**config.mk**
```make
export PLATFORM = sky130hd
export DESIGN_NAME = seq_normalizer_flat
export DESIGN_NICKNAME = d
export VERILOG_FILES = /design/src/rtl/seq_normalizer_if.sv /design/src/rtl/seq_normalizer.sv /design/src/flat_wrapper.sv
export SDC_FILE = /design/constraint.sdc
export NUM_CORES = 1
export LEC_CHECK = 0
export CORE_ASPECT_RATIO = 1.2
export CORE_MARGIN = 10
export CORE_UTILIZATION = 55
export CTS_CLUSTER_SIZE = 28
export DETAILED_ROUTE_END_ITERATION = 12
export PLACE_DENSITY_LB_ADDON = 0.3
export SYNTH_ARGS = -nofsm -noshare
export SYNTH_HDL_FRONTEND = slang
export SYNTH_SLANG_ARGS = --single-unit
```
**constraint.sdc**
```tcl
create_clock -name clk -period 4.1 [get_ports clk]
set_clock_uncertainty 0.05 [all_clocks]
set_input_delay 1.025 -clock clk [delete_from_list [all_inputs] [get_ports clk]]
set_output_delay 1.025 -clock clk [all_outputs]
set_load 0.1 [all_outputs]
```
**src/rtl/seq_normalizer_if.sv**
```systemverilog
// Handshake and data bundle for seq_normalizer: operand in, normalized result out.
interface seq_normalizer_if #(
    parameter int BUSWIDTH   = 32,
    parameter int SHIFTWIDTH = 5
);
    logic                  in_valid;
    logic                  in_ready;
    logic [BUSWIDTH-1:0]   data_in;
    logic                  direction;
    logic                  out_valid;
    logic                  out_ready;
    logic [BUSWIDTH-1:0]   data_out;
    logic [SHIFTWIDTH-1:0] shift_cnt;
    logic                  zero;

    modport master (
        output in_valid, data_in, direction, out_ready,
        input  in_ready, out_valid, data_out, shift_cnt, zero
    );

    modport slave (
        input  in_valid, data_in, direction, out_ready,
        output in_ready, out_valid, data_out, shift_cnt, zero
    );
endinterface

```
**src/rtl/seq_normalizer.sv**
```systemverilog
// Iterative normalizer: shifts an operand one bit per cycle until the target
// end bit is set, reporting the shift count and an all-zero flag.
//
// state | meaning
// IDLE  | waiting for an operand, in_ready high
// SHIFT | shifting working register toward the target bit
// DONE  | result presented, waiting for out_ready
module seq_normalizer #(
    parameter int BUSWIDTH   = 32,
    parameter int SHIFTWIDTH = 5
) (
    input  logic             clk,
    input  logic             rst_n,
    seq_normalizer_if.slave  bus
);
    typedef enum logic [1:0] {IDLE, SHIFT, DONE} state_t;

    state_t                state;
    logic [BUSWIDTH-1:0]   work;
    logic                  dir;
    logic [SHIFTWIDTH-1:0] cnt;
    logic                  out_valid_q;
    logic [BUSWIDTH-1:0]   data_out_q;
    logic [SHIFTWIDTH-1:0] shift_cnt_q;
    logic                  zero_q;
    logic                  target_bit;

    assign target_bit    = dir ? work[0] : work[BUSWIDTH-1];
    assign bus.in_ready  = (state == IDLE);
    assign bus.out_valid = out_valid_q;
    assign bus.data_out  = data_out_q;
    assign bus.shift_cnt = shift_cnt_q;
    assign bus.zero      = zero_q;

    always_ff @(posedge clk or negedge rst_n) begin
        if (!rst_n) begin
            state       <= IDLE;
            work        <= '0;
            dir         <= 1'b0;
            cnt         <= '0;
            out_valid_q <= 1'b0;
            data_out_q  <= '0;
            shift_cnt_q <= '0;
            zero_q      <= 1'b0;
        end else begin
            case (state)
                IDLE: begin
                    if (bus.in_valid) begin
                        work <= bus.data_in;
                        dir  <= bus.direction;
                        cnt  <= '0;
                        // An all-zero operand can never reach its target bit.
                        if (bus.data_in == '0) begin
                            state       <= DONE;
                            out_valid_q <= 1'b1;
                            data_out_q  <= '0;
                            shift_cnt_q <= '0;
                            zero_q      <= 1'b1;
                        end else begin
                            state <= SHIFT;
                        end
                    end
                end
                SHIFT: begin
                    if (target_bit) begin
                        state       <= DONE;
                        out_valid_q <= 1'b1;
                        data_out_q  <= work;
                        shift_cnt_q <= cnt;
                        zero_q      <= 1'b0;
                    end else begin
                        work <= dir ? (work >> 1) : (work << 1);
                        cnt  <= cnt + SHIFTWIDTH'(1);
                    end
                end
                DONE: begin
                    if (bus.out_ready) begin
                        state       <= IDLE;
                        out_valid_q <= 1'b0;
                    end
                end
                default: begin
                    state       <= IDLE;
                    out_valid_q <= 1'b0;
                end
            endcase
        end
    end
endmodule

```
**src/flat_wrapper.sv**
```systemverilog
// flat-port wrapper written by rule: the top's interface ports become plain ports
module seq_normalizer_flat 
#(
    parameter int BUSWIDTH   = 32,
    parameter int SHIFTWIDTH = 5
)
  (clk, rst_n, bus_in_valid, bus_data_in, bus_direction, bus_out_ready, bus_in_ready, bus_out_valid, bus_data_out, bus_shift_cnt, bus_zero);
  seq_normalizer_if #(.BUSWIDTH(BUSWIDTH), .SHIFTWIDTH(SHIFTWIDTH)) bus_i ();
  input  logic clk;
  input  logic rst_n;
  input wire logic [$bits(bus_i.in_valid)-1:0] bus_in_valid;
  input wire logic [$bits(bus_i.data_in)-1:0] bus_data_in;
  input wire logic [$bits(bus_i.direction)-1:0] bus_direction;
  input wire logic [$bits(bus_i.out_ready)-1:0] bus_out_ready;
  output wire logic [$bits(bus_i.in_ready)-1:0] bus_in_ready;
  output wire logic [$bits(bus_i.out_valid)-1:0] bus_out_valid;
  output wire logic [$bits(bus_i.data_out)-1:0] bus_data_out;
  output wire logic [$bits(bus_i.shift_cnt)-1:0] bus_shift_cnt;
  output wire logic [$bits(bus_i.zero)-1:0] bus_zero;
  assign bus_i.in_valid = bus_in_valid;
  assign bus_i.data_in = bus_data_in;
  assign bus_i.direction = bus_direction;
  assign bus_i.out_ready = bus_out_ready;
  assign bus_in_ready = bus_i.in_ready;
  assign bus_out_valid = bus_i.out_valid;
  assign bus_data_out = bus_i.data_out;
  assign bus_shift_cnt = bus_i.shift_cnt;
  assign bus_zero = bus_i.zero;
  seq_normalizer #(.BUSWIDTH(BUSWIDTH), .SHIFTWIDTH(SHIFTWIDTH)) u_core (.clk(clk), .rst_n(rst_n), .bus(bus_i));
endmodule
```
==> impl_metrics.csv <==
group,metric,value,unit
cts,cts_tree,"yes",
synth,synth.avg_cell_area,10.04,um^2
die,start_util,56.21,%
sta,drv_slew,0,
synth,synth_edf_count,0,
cts,cts-hold-fix-buffers,0,
global_route,grt_use_total,17.72,%
cts,clock_latency,0.34,ns
die,fp.dieW,98.48,um
worst_hold_path,hold_class,"reg2reg",
synth,ys_warn_count,0,
detailed_routing,postRouteAntennaNets,0,
cts,postCtsSetupRepairBufs,0,
critical_path,path_delay_family,"buffers and inverters",
final_layout,diodes,0,
die,die_h,114.2,um
critical_path,endpoint_kind,"output port",
worst_hold_path,hold_path_depth,2,
detailed_routing,drtIter0Drc,155,
sta,fmax,0.3364,GHz
sta,hold_violations,0,
synth,synth.distinct_cells,34,
synth,ys.flop_type,"dfrtp_1",
synth,synthCells,405,
die,num_rows,34,
critical_path,crit_slowest_cell,"clkdlybuf4s50_1",
sta,slew_headroom,33.53,%
critical_path,crit_chain,"clkdlybuf4s50_1",
die,core,7232,um^2
synth,ys_ff_latch,79,
detailed_routing,drtPass1Iterations,4,
cts,cts_made_buffers,9,
critical_path,rrSetupSlack,1.23,ns
synth,synth-seq-area-share,48.63,%
placed_design,gp_congestion,0.8685,
critical_path,reg2reg_depth,6,
sta,worstMarginPinSlew,0.9940,ns
global_route,grt_max_degree,80,
global_route,grt_pass1_wl,16.44,mm
final_layout,fillers,608,
critical_path,worstPathRequired,3.02,ns
cts,clockBufferDepth,2,
critical_path,cp.arrival,1.90,ns
placed_design,port-buffer-count,76,
sta,rsz0062_at_grt,"no",
final_layout,nNetsFinal,510,
sta,fin_crit,2.972,ns
critical_path,worstSetupStartpointType,"flop",
die,pin_count,77,
critical_path,crit_type,"reg2out",
critical_path,crit_fanout,3,
cts,clock_tree.root_cell,"clkbuf_8",
detailed_routing,drc,0,
cts,htreeDepth,3,
sta,fin_setup_tns,0,ns
detailed_routing,vias,3181,
cts,clock_sinks,79,
sta,setup_viol,0,
die,dieArea,11240,um^2
cts,cts-resized-gates,0,
synth,syn-cell-area,4065,um^2
synth,syn-num-nets,443,
sta,whs,0.4576,ns
critical_path,critPathBufInv,1,
detailed_routing,postRouteWirelength,9.817,mm
detailed_routing,wire_per_inst,17.38,um
global_route,antenna_found_initial,0,
final_layout,drive_gt1_share,11.16,%
synth,synthArstFlopShare,100.0,%
global_route,grt_overflow_total,0,
sta,min_period_over_period,72.50,%
critical_path,cpPeakStageDelay,1.15,ns
critical_path,cp_num_cells,1,
final_layout,areaGrowthSynthToFinish,22.84,%
cts,clkTransAtPathRegs,0.07,ns
run_status,outcome,"finished clean",
detailed_routing,vias_per_cell,5.630,
placed_design,post-dp-hpwl,6.989,mm
job,cap_viol_max_count,0,
global_route,grt_pass1_vias,3396,
cells in the mapped netlist (4+ instances only):
cell type	count	share of area, %
o21ai_0	17	2.1
buf_1	4	0.37
a21oi_1	34	4.2
buf_2	11	1.4
inv_1	30	2.8
mux2i_1	57	14
o31ai_1	8	1.5
dfrtp_1	79	49
nand2_1	58	5.4
nor2_1	33	3.0
o22ai_2	20	6.2
clkbuf_1	6	0.55
o22ai_1	8	1.2
nor4_1	8	1.2
kinds of logic (layout without fill, tap and decap cells):
kind of cell | Yosys count | after routing | share of synthesized area [%]
compound gates | 89 | 89 | 15.54
fa+ha+maj | 1 | 1 | 0.3077
buf+inv | 58 | 128 | 7.140
flops | 79 | 79 | 48.63
mux | 61 | 61 | 15.42
simple gates | 117 | 117 | 12.96
sequential cells by signal (all words and copies together), names as in the netlist:
name / cells
u_core.bus.data_out: 32
u_core.work: 32
u_core.bus.shift_cnt: 5
u_core.cnt: 5
u_core.state: 2
u_core.bus.out_valid: 1
u_core.bus.zero: 1
u_core.dir: 1
routing by layer:
metal | global-route usage [%] | wire (um) | up-vias | part of all wire [%]
met2 | 29.58 | 4913 | 97 | 50
met3 | 6.039 | 676 | 18 | 6.9
met1 | 20.39 | 4027 | 1534 | 41
met5 | 0 | 0 | - | 0
met4 | 7.177 | 199 | 0 | 2.0
li1 | - | - | 1532 | -
placed cells by master, fill, tap and decap left out, types with 2 or more instances in the layout:
| cell type | netlist | layout |
|---|---|---|
| or4_1 | 3 | 3 |
| mux2_2 | 3 | 3 |
| a21oi_1 | 34 | 34 |
| clkdlybuf4s50_1 | 0 | 74 |
| nand4_1 | 2 | 2 |
| o31ai_1 | 8 | 8 |
| clkbuf_8 | 0 | 11 |
| nand2b_2 | 0 | 2 |
| clkbuf_1 | 6 | 2 |
| inv_1 | 30 | 30 |
| nand2_1 | 58 | 58 |
| nand3_1 | 2 | 2 |
| dfrtp_1 | 79 | 78 |
| o22ai_2 | 20 | 20 |
| o22ai_1 | 8 | 8 |
| nor2_1 | 33 | 32 |
| o21ai_0 | 17 | 17 |
| nor4_1 | 8 | 8 |
| buf_4 | 3 | 10 |
| mux2i_1 | 57 | 57 |
layout make-up:
type | instances | area [um^2] | share of cell area (%)
flip-flops and latches | 79 | 1978 | 39.61
multi-input cells | 268 | 1810 | 36.26
repair buffers | 84 | 815.8 | 16.34
clock buffers | 13 | 158.9 | 3.182
inverters | 30 | 112.6 | 2.255
well taps | 90 | 112.6 | 2.255
clock inverters | 1 | 5.005 | 0.1002
path summary, 6_finish.rpt:
check / from / endpoint
worst min register to register: u_core.cnt[4] / u_core.bus.shift_cnt[4]
worst max register to register: u_core.state[1] / u_core.bus.data_out[28]
worst min-delay path: u_core.cnt[4] / u_core.bus.shift_cnt[4]
worst max-delay path: u_core.bus.out_valid / bus_out_valid
max in group asynchronous: rst_n / u_core.dir
min in group asynchronous: rst_n / u_core.bus.data_out[3]
stage by stage:
stage          util, %  cell area [um^2]  setup WS [ns]  instances
6_report         69.05              4994          1.128        565
5_1_grt          69.05              4994         0.9811        565
4_1_cts          69.05              4994          1.126        565
3_5_place_dp     66.78              4830         0.8071        551
3_3_place_gp     66.78              4830         0.8807        551
2_1_floorplan        -              4065          1.210        405
Power is left out: the tool's default activity adds up to more than one toggle a clock period on the data nets, which glitch-free logic cannot reach.
